**src/rtl/ad9361_ctrl_seq.sv**
```systemverilog
// AD9361 RESETB/ENABLE pin sequencer: holds the device in reset, waits for it to settle,
// then drives ENABLE in level or pulse mode and flags the device as usable.
module ad9361_ctrl_seq #(
    parameter int RST_LOW_CYCLES  = 1000,
    parameter int RST_WAIT_CYCLES = 20000,
    parameter int EN_PULSE_CYCLES = 4,
    parameter int CNT_W           = 16
) (
    input  logic       clk,
    input  logic       rst,
    input  logic       req_rstb,
    input  logic       req_en,
    input  logic       pulse_mode,
    output logic       pin_resetb,
    output logic       pin_enable,
    output logic       ready,
    output logic [1:0] state_o
);

    localparam logic [1:0] ST_RESET_LOW = 2'd0;
    localparam logic [1:0] ST_SETTLE    = 2'd1;
    localparam logic [1:0] ST_READY     = 2'd2;

    localparam int PW = (EN_PULSE_CYCLES > 1) ? $clog2(EN_PULSE_CYCLES) : 1;
    localparam logic [CNT_W-1:0] LOW_LAST  = CNT_W'(RST_LOW_CYCLES - 1);
    localparam logic [CNT_W-1:0] WAIT_LAST = CNT_W'(RST_WAIT_CYCLES - 1);
    localparam logic [PW-1:0]    P_LAST    = PW'(EN_PULSE_CYCLES - 1);

    logic [1:0]       state_q, state_d;
    logic [CNT_W-1:0] cnt_q, cnt_d;
    logic [PW-1:0]    pcnt_q, pcnt_d;
    logic             en_prev_q, en_prev_d;
    logic             pen_q, pen_d;
    logic             gap_q, gap_d;
    logic             pend_q, pend_d;
    logic             chg;

    always_comb begin
        state_d   = state_q;
        cnt_d     = cnt_q;
        en_prev_d = 1'b0;
        pen_d     = 1'b0;
        gap_d     = 1'b0;
        pend_d    = 1'b0;
        pcnt_d    = '0;
        chg       = req_en ^ en_prev_q;

        case (state_q)
            ST_RESET_LOW: begin
                // Counter saturates at the last low cycle until the request releases.
                if (cnt_q != LOW_LAST) begin
                    cnt_d = cnt_q + 1'b1;
                end else if (req_rstb) begin
                    state_d = ST_SETTLE;
                    cnt_d   = '0;
                end
            end
            ST_SETTLE: begin
                if (cnt_q == WAIT_LAST) begin
                    state_d = ST_READY;
                    cnt_d   = '0;
                end else begin
                    cnt_d = cnt_q + 1'b1;
                end
            end
            ST_READY: cnt_d = '0;
            default: begin
                state_d = ST_RESET_LOW;
                cnt_d   = '0;
            end
        endcase

        if (!req_rstb && state_q != ST_RESET_LOW) begin
            state_d = ST_RESET_LOW;
            cnt_d   = '0;
        end

        // ENABLE only runs while staying in READY; the entry cycle sees en_prev as 0,
        // and leaving READY clears the pin in the same edge as the state change.
        if (state_q == ST_READY && state_d == ST_READY) begin
            en_prev_d = req_en;
            if (!pulse_mode) begin
                pen_d = req_en;
            end else if (pen_q) begin
                pend_d = pend_q ^ chg;
                if (pcnt_q == P_LAST) begin
                    gap_d = 1'b1;
                end else begin
                    pen_d  = 1'b1;
                    pcnt_d = pcnt_q + 1'b1;
                end
            end else if (gap_q) begin
                if (pcnt_q == P_LAST) begin
                    pen_d = pend_q ^ chg;
                end else begin
                    gap_d  = 1'b1;
                    pcnt_d = pcnt_q + 1'b1;
                    pend_d = pend_q ^ chg;
                end
            end else begin
                pen_d = chg;
            end
        end
    end

    always_ff @(posedge clk or posedge rst) begin
        if (rst) begin
            state_q   <= ST_RESET_LOW;
            cnt_q     <= '0;
            pcnt_q    <= '0;
            en_prev_q <= 1'b0;
            pen_q     <= 1'b0;
            gap_q     <= 1'b0;
            pend_q    <= 1'b0;
        end else begin
            state_q   <= state_d;
            cnt_q     <= cnt_d;
            pcnt_q    <= pcnt_d;
            en_prev_q <= en_prev_d;
            pen_q     <= pen_d;
            gap_q     <= gap_d;
            pend_q    <= pend_d;
        end
    end

    assign pin_resetb = (state_q != ST_RESET_LOW);
    assign ready      = (state_q == ST_READY);
    assign pin_enable = pen_q;
    assign state_o    = state_q;

endmodule
```
**config.mk**
```make
export PLATFORM = sky130hd
export DESIGN_NAME = ad9361_ctrl_seq
export DESIGN_NICKNAME = d
export VERILOG_FILES = /design/src/rtl/ad9361_ctrl_seq.sv
export SDC_FILE = /design/constraint.sdc
export NUM_CORES = 1
export LEC_CHECK = 0
export BUFFER_PORTS_ARGS = -buffer_cell sky130_fd_sc_hd__buf_2
export CAP_MARGIN = 20
export CORE_ASPECT_RATIO = 1.75
export CORE_MARGIN = 4
export CORE_UTILIZATION = 47
export CTS_BUF_LIST = sky130_fd_sc_hd__clkbuf_16
export DETAILED_ROUTE_END_ITERATION = 8
export PLACE_DENSITY_LB_ADDON = 0.1
export RECOVER_POWER = 25
export SYNTH_ARGS = -nofsm -noshare
export SYNTH_HDL_FRONTEND = slang
export SYNTH_SLANG_ARGS = --single-unit
```
**constraint.sdc**
```tcl
create_clock -name clk -period 3.2 [get_ports clk]
set_input_delay 0 -clock clk [delete_from_list [all_inputs] [get_ports clk]]
set_output_delay 0 -clock clk [all_outputs]
set_load 0.05 [all_outputs]
```
-- Yosys cells after proc, flatten, opt, wreduce, memory -nomap -nowiden
Index checks and enable logic that the tools add are counted.
- logic and storage cells: 55
- flip-flop bits (word level): 24
- input bits: 5
- bitwise gates (word level): 2
- eq/ne operators: 7
- reduce and logical (&&, ||, !) cells: 5
- muxes and demuxes: 32
- $add $sub $neg: 2
- operators by type and width (kind ; number):
    16-bit 2-to-1 mux ; 4
    16-bit case mux with 2 select lines ; 1
    2-bit 2-to-1 mux ; 9
    1-bit 2-to-1 mux ; 17
    16-bit by 1-bit adder with 16-bit output (second input constant) ; 1
    16-bit by 15-bit equality test with 1-bit output (second input constant) ; 1
    16-bit by 10-bit != test with 1-bit output (second input constant) ; 1
    2-bit equality test (second input constant) ; 3
    2-bit case mux with 3 select lines ; 1
    4-bit != test (second input constant) ; 1
    2-bit by 1-bit adder with 2-bit output (second input constant) ; 1
    2-bit by 1-bit equality test with 1-bit output (second input constant) ; 1
    1-bit logical AND ; 2
    2-bit zero test ; 1
    2-bit nonzero test ; 1
    1-bit bitwise XOR ; 2
    1-bit zero test ; 1

-- Depth between registers and ports, before layout
- depth after elaboration: 7
- mapped depth: 6

-- Worst setup path after synthesis
No wires, ideal clock.
- path type: register to register
- from: register cnt_q[0]
- to: register cnt_q[10]
- cell stages (with the launch flop): 7
- data arrival time: 2117 ps
- setup time: 126 ps
- period minus slack after synthesis: 2243 ps
- slack: 957 ps
- cells stage by stage: dfrtp_1 ha_1 or4b_1 or4_4 o21ai_1 buf_2 a21oi_1
- cells in the longest elaborated chain, start to end: 4
- RTL lines (item ; RTL line ; source):
    start, declared ; 30 ; logic [CNT_W-1:0] cnt_q, cnt_d;
    start signal, assigned ; 117 ; cnt_q <= cnt_d;
    16-bit by 1-bit adder with 16-bit output, or another cell as far along ; 52, 63 ;
    16-bit 2-to-1 mux, on equally long branches ; 59, 51 ;
    16-bit case mux with 2 select lines ; 48 ; case (state_q)
    16-bit 2-to-1 mux ; 73 ; if (!req_rstb && state_q != ST_RESET_LOW) begin
Several ways; a longest one is shown, not always the timed one.
A chain may end at the register's enable or synchronous reset.

-- Worst setup path in the final report
- from: register cnt_q[0]
- to: register cnt_q[3]
The elaborated chain is that of the path after synthesis.

==> results.toml <==
[status]
status = "complete, no violations"

[worst_setup_path]
crit_path_start_kind = "flip-flop"
crit_type = "flip-flop to flip-flop"
worstPathArrival_ns = 2.65
r2r-end = "cnt_q[3]"
critPathRequiredTime_ns = 3.31
cp_num_buf_inv = 0
cp_slowest_cell = "or4_1"
reg2reg_depth = 5
cpLargestDelayFamily = "simple AND/OR/NAND/NOR gates"
r2r-start = "cnt_q[0]"
critPathCaptureType = "flip-flop"
r2r_slack_ns = 0.66
crit_path_max_fanout = 13
crit_chain = "ha_1 > or4b_1 > or4_1 > nand2_1 > a211oi_1"
worst_path_largest_cell_delay_ns = 0.63

[synth]
synthMuxAreaShare_pct = 0.779
synth_top_family_by_area = "simple AND/OR/NAND/NOR gates"
seq_area_frac_synth_pct = 46.7
yosys.area_share.simple_pct = 24.5
syn_area_per_cell_um2 = 9.88
netlist_instances = 130
synth-compound-area-share_pct = 12.0
synth_xor_area_share_pct = 10.9
synth_adder_area_share_pct = 1.95
ys_ff_latch = 24
synth_flop_cell = "dfrtp_1"
yosys_warnings = 0
synth_cell_types = 37
syn_nets = 137
synth_edf_count = 0
syn_area_mm2 = 0.00128
synthArstFlopShare_pct = 100

[global_route]
track_usage_pct = 17.1
grt_max_degree = 25
grt_busiest_layer = "met2"
antenna_found_initial = 0
grt.met2_usage_pct = 30.5
use_met1_pct = 18.5
grt_pass1_vias = 1098
grt_pass1_wl_um = 4690
grt_use_met3_pct = 1.64
overflow = 0

[floorplanning]
design.core.area_mm2 = 0.00255
die_area_mm2 = 0.00367
start_util_pct = 50.3
die_y_um = 77.2
boundaryPins = 10
row_count = 24
die_w_um = 47.5

[timing]
fin_skew_ns = 0.00579
fmax_ghz = 0.394
finalCritPeriodShare_pct = 79.4
timing_hold_violations_final = 0
tns_ns = 0
grt_setup_unrepaired = "false"
finalMaxSlewViolations = 0
worstMarginPinSlew_ns = 0.924
max_slew_margin_pct = 38.3
finalCriticalPeriod_ns = 2.54
finalSetupViolCount = 0

[min_path]
holdCritStartpoint = "req_rstb"
worstHoldPathCells = 3
hold_path.class = "primary input to flip-flop"
hold_end = "pin_enable"

[drt]
routed_via_density = 6.37
post-route-drc-count = 0
first_pass_iters = 4
drt_wl_total_um = 2830
wire_per_inst_um = 17.0
drt_iter0_markers = 26
vias = 1064
final_antenna_net_count = 0

[cts]
postCtsSetupRepairBufs = 0
path_clk_slew_ns = 0.06
clockRootBuffer = "clkbuf_16"
cts_htree_levels = 1
cts_buffers = 3
clock-sinks = 24
clk_latency_ns = 0.25
cts_buffer_depth = 2
cts_tree = "done"

[cells_and_area]
multi_input_area_um2 = 644
nets = 150
diodes = 0
fill_cells = 237
stdcell_count = 167
drive_gt1_share_pct = 9.93
seq_area_um2 = 601
area_growth_pct = 11.9

[power_and_ir_drop]
power_density_mw_per_mm2 = 578
total_power_w = 0.000831
leakage_nw = 0.618
peakVddDrop_uv = 382

[placed_design]
portBuffers = 9
place_congestion = 0.897
place.detailed.hpwl_um = 2120
place_inst = 163

[job]
maxCapViolCount = 0
worst min-delay path, cell delays in order:
cell     delay, ns
buf_2         0.13
nand2_1       0.06
a21oi_1       0.04
stage by stage:
step | util (%) | hold slack (ns) | instance area, um^2 | setup slack (ns)
6_report | 56.3 | 0.0122 | 1440 | 0.660
5_1_grt | 56.3 | 0.0290 | 1440 | 0.536
4_1_cts | 56.5 | 0.0185 | 1440 | 0.687
3_5_place_dp | 53.1 | 0.231 | 1360 | 0.708
3_3_place_gp | 53.1 | 0.223 | 1360 | 0.792
2_1_floorplan | - | 0.0146 | 1280 | 0.957
repair_timing:
item	in CTS	in global routing
endpoints found under the hold margin	24	0
hold buffers	1	0
gates resized for setup	0	0
endpoints found under the setup margin	0	0
synth_stat cells (all sizes together) (3+ instances only):
cell type,instances,area (um^2)
nor2,4,15.0
inv,7,26.3
nand3,5,25.0
xor2,5,43.8
nand4,7,43.8
nor3,4,20.0
a21oi,15,75.1
or4b,3,30.0
nor4,5,31.3
xnor2,11,96.3
a211oi,3,22.5
dfrtp,24,601
nand2,7,26.3
cells by family (layout without fill, tap and decap cells):
| family | count (synthesis) | after routing |
|---|---|---|
| AND/OR/NAND/NOR | 51 | 51 |
| flip-flops | 24 | 24 |
| AO/OA/AOI/OAI | 26 | 26 |
| multiplexers | 1 | 1 |
| buffers and inverters | 10 | 21 |
| XOR/XNOR | 16 | 16 |
| adder cells (fa/ha/maj) | 2 | 2 |
cells in the final DEF, fill, tap and decap left out, drive strengths merged, types with 2 or more instances in the layout:
master and instances:
or4 2, nand3 5, o21ai 2, nand4 7, ha 2, xnor2 11
clkbuf 6, or3b 2, or4b 3, nor3b 2, inv 7, nor3 4
nand2b 2, buf 7, nand2 7, a21oi 15, nor2 4, a211oi 3
nor4 5, or3 2, dfrtp 24, nor2b 2, xor2 5
registers in the layout, indices dropped and copies added, names as in the netlist:
name and flops:
state_o 2, pcnt_q 2, pin_enable 1, pend_q 1, cnt_q 16, en_prev_q 1
gap_q 1
final cells by class:
type / instances / share of cell area, %
sequential: 24 / 41.8
inverter: 7 / 1.83
timing repair buffer: 11 / 4.09
tap: 26 / 2.26
multi-input combinational: 96 / 44.8
clock buffer: 3 / 5.22
how the worst max path moves through the flow:
| stage | startpoint | end | depth (start not counted) |
|---|---|---|---|
| global route | cnt_q[0] | cnt_q[13] | 5 |
| global placement | cnt_q[0] | cnt_q[3] | 5 |
| floorplan | cnt_q[0] | cnt_q[10] | 6 |
| finish | cnt_q[0] | cnt_q[3] | 5 |
| detailed placement | cnt_q[0] | cnt_q[3] | 5 |
| CTS | cnt_q[0] | cnt_q[3] | 5 |
metal layers:
layer,wire length (um),up-vias,share of wire [%]
met2,1590,24,56
met1,1070,530,38
met3,76,12,2.7
li1,-,498,-
met5,0,-,0
met4,93,0,3.3
where the power goes:
part / internal (W) / switching, W / total [W]
combinational: 0.0000695 / 0.0000835 / 0.000153
clock: 0.000165 / 0.0000953 / 0.000260
sequential: 0.000346 / 0.0000724 / 0.000418
total: 0.000580 / 0.000251 / 0.000831
(Power assumes the default switching activity.)
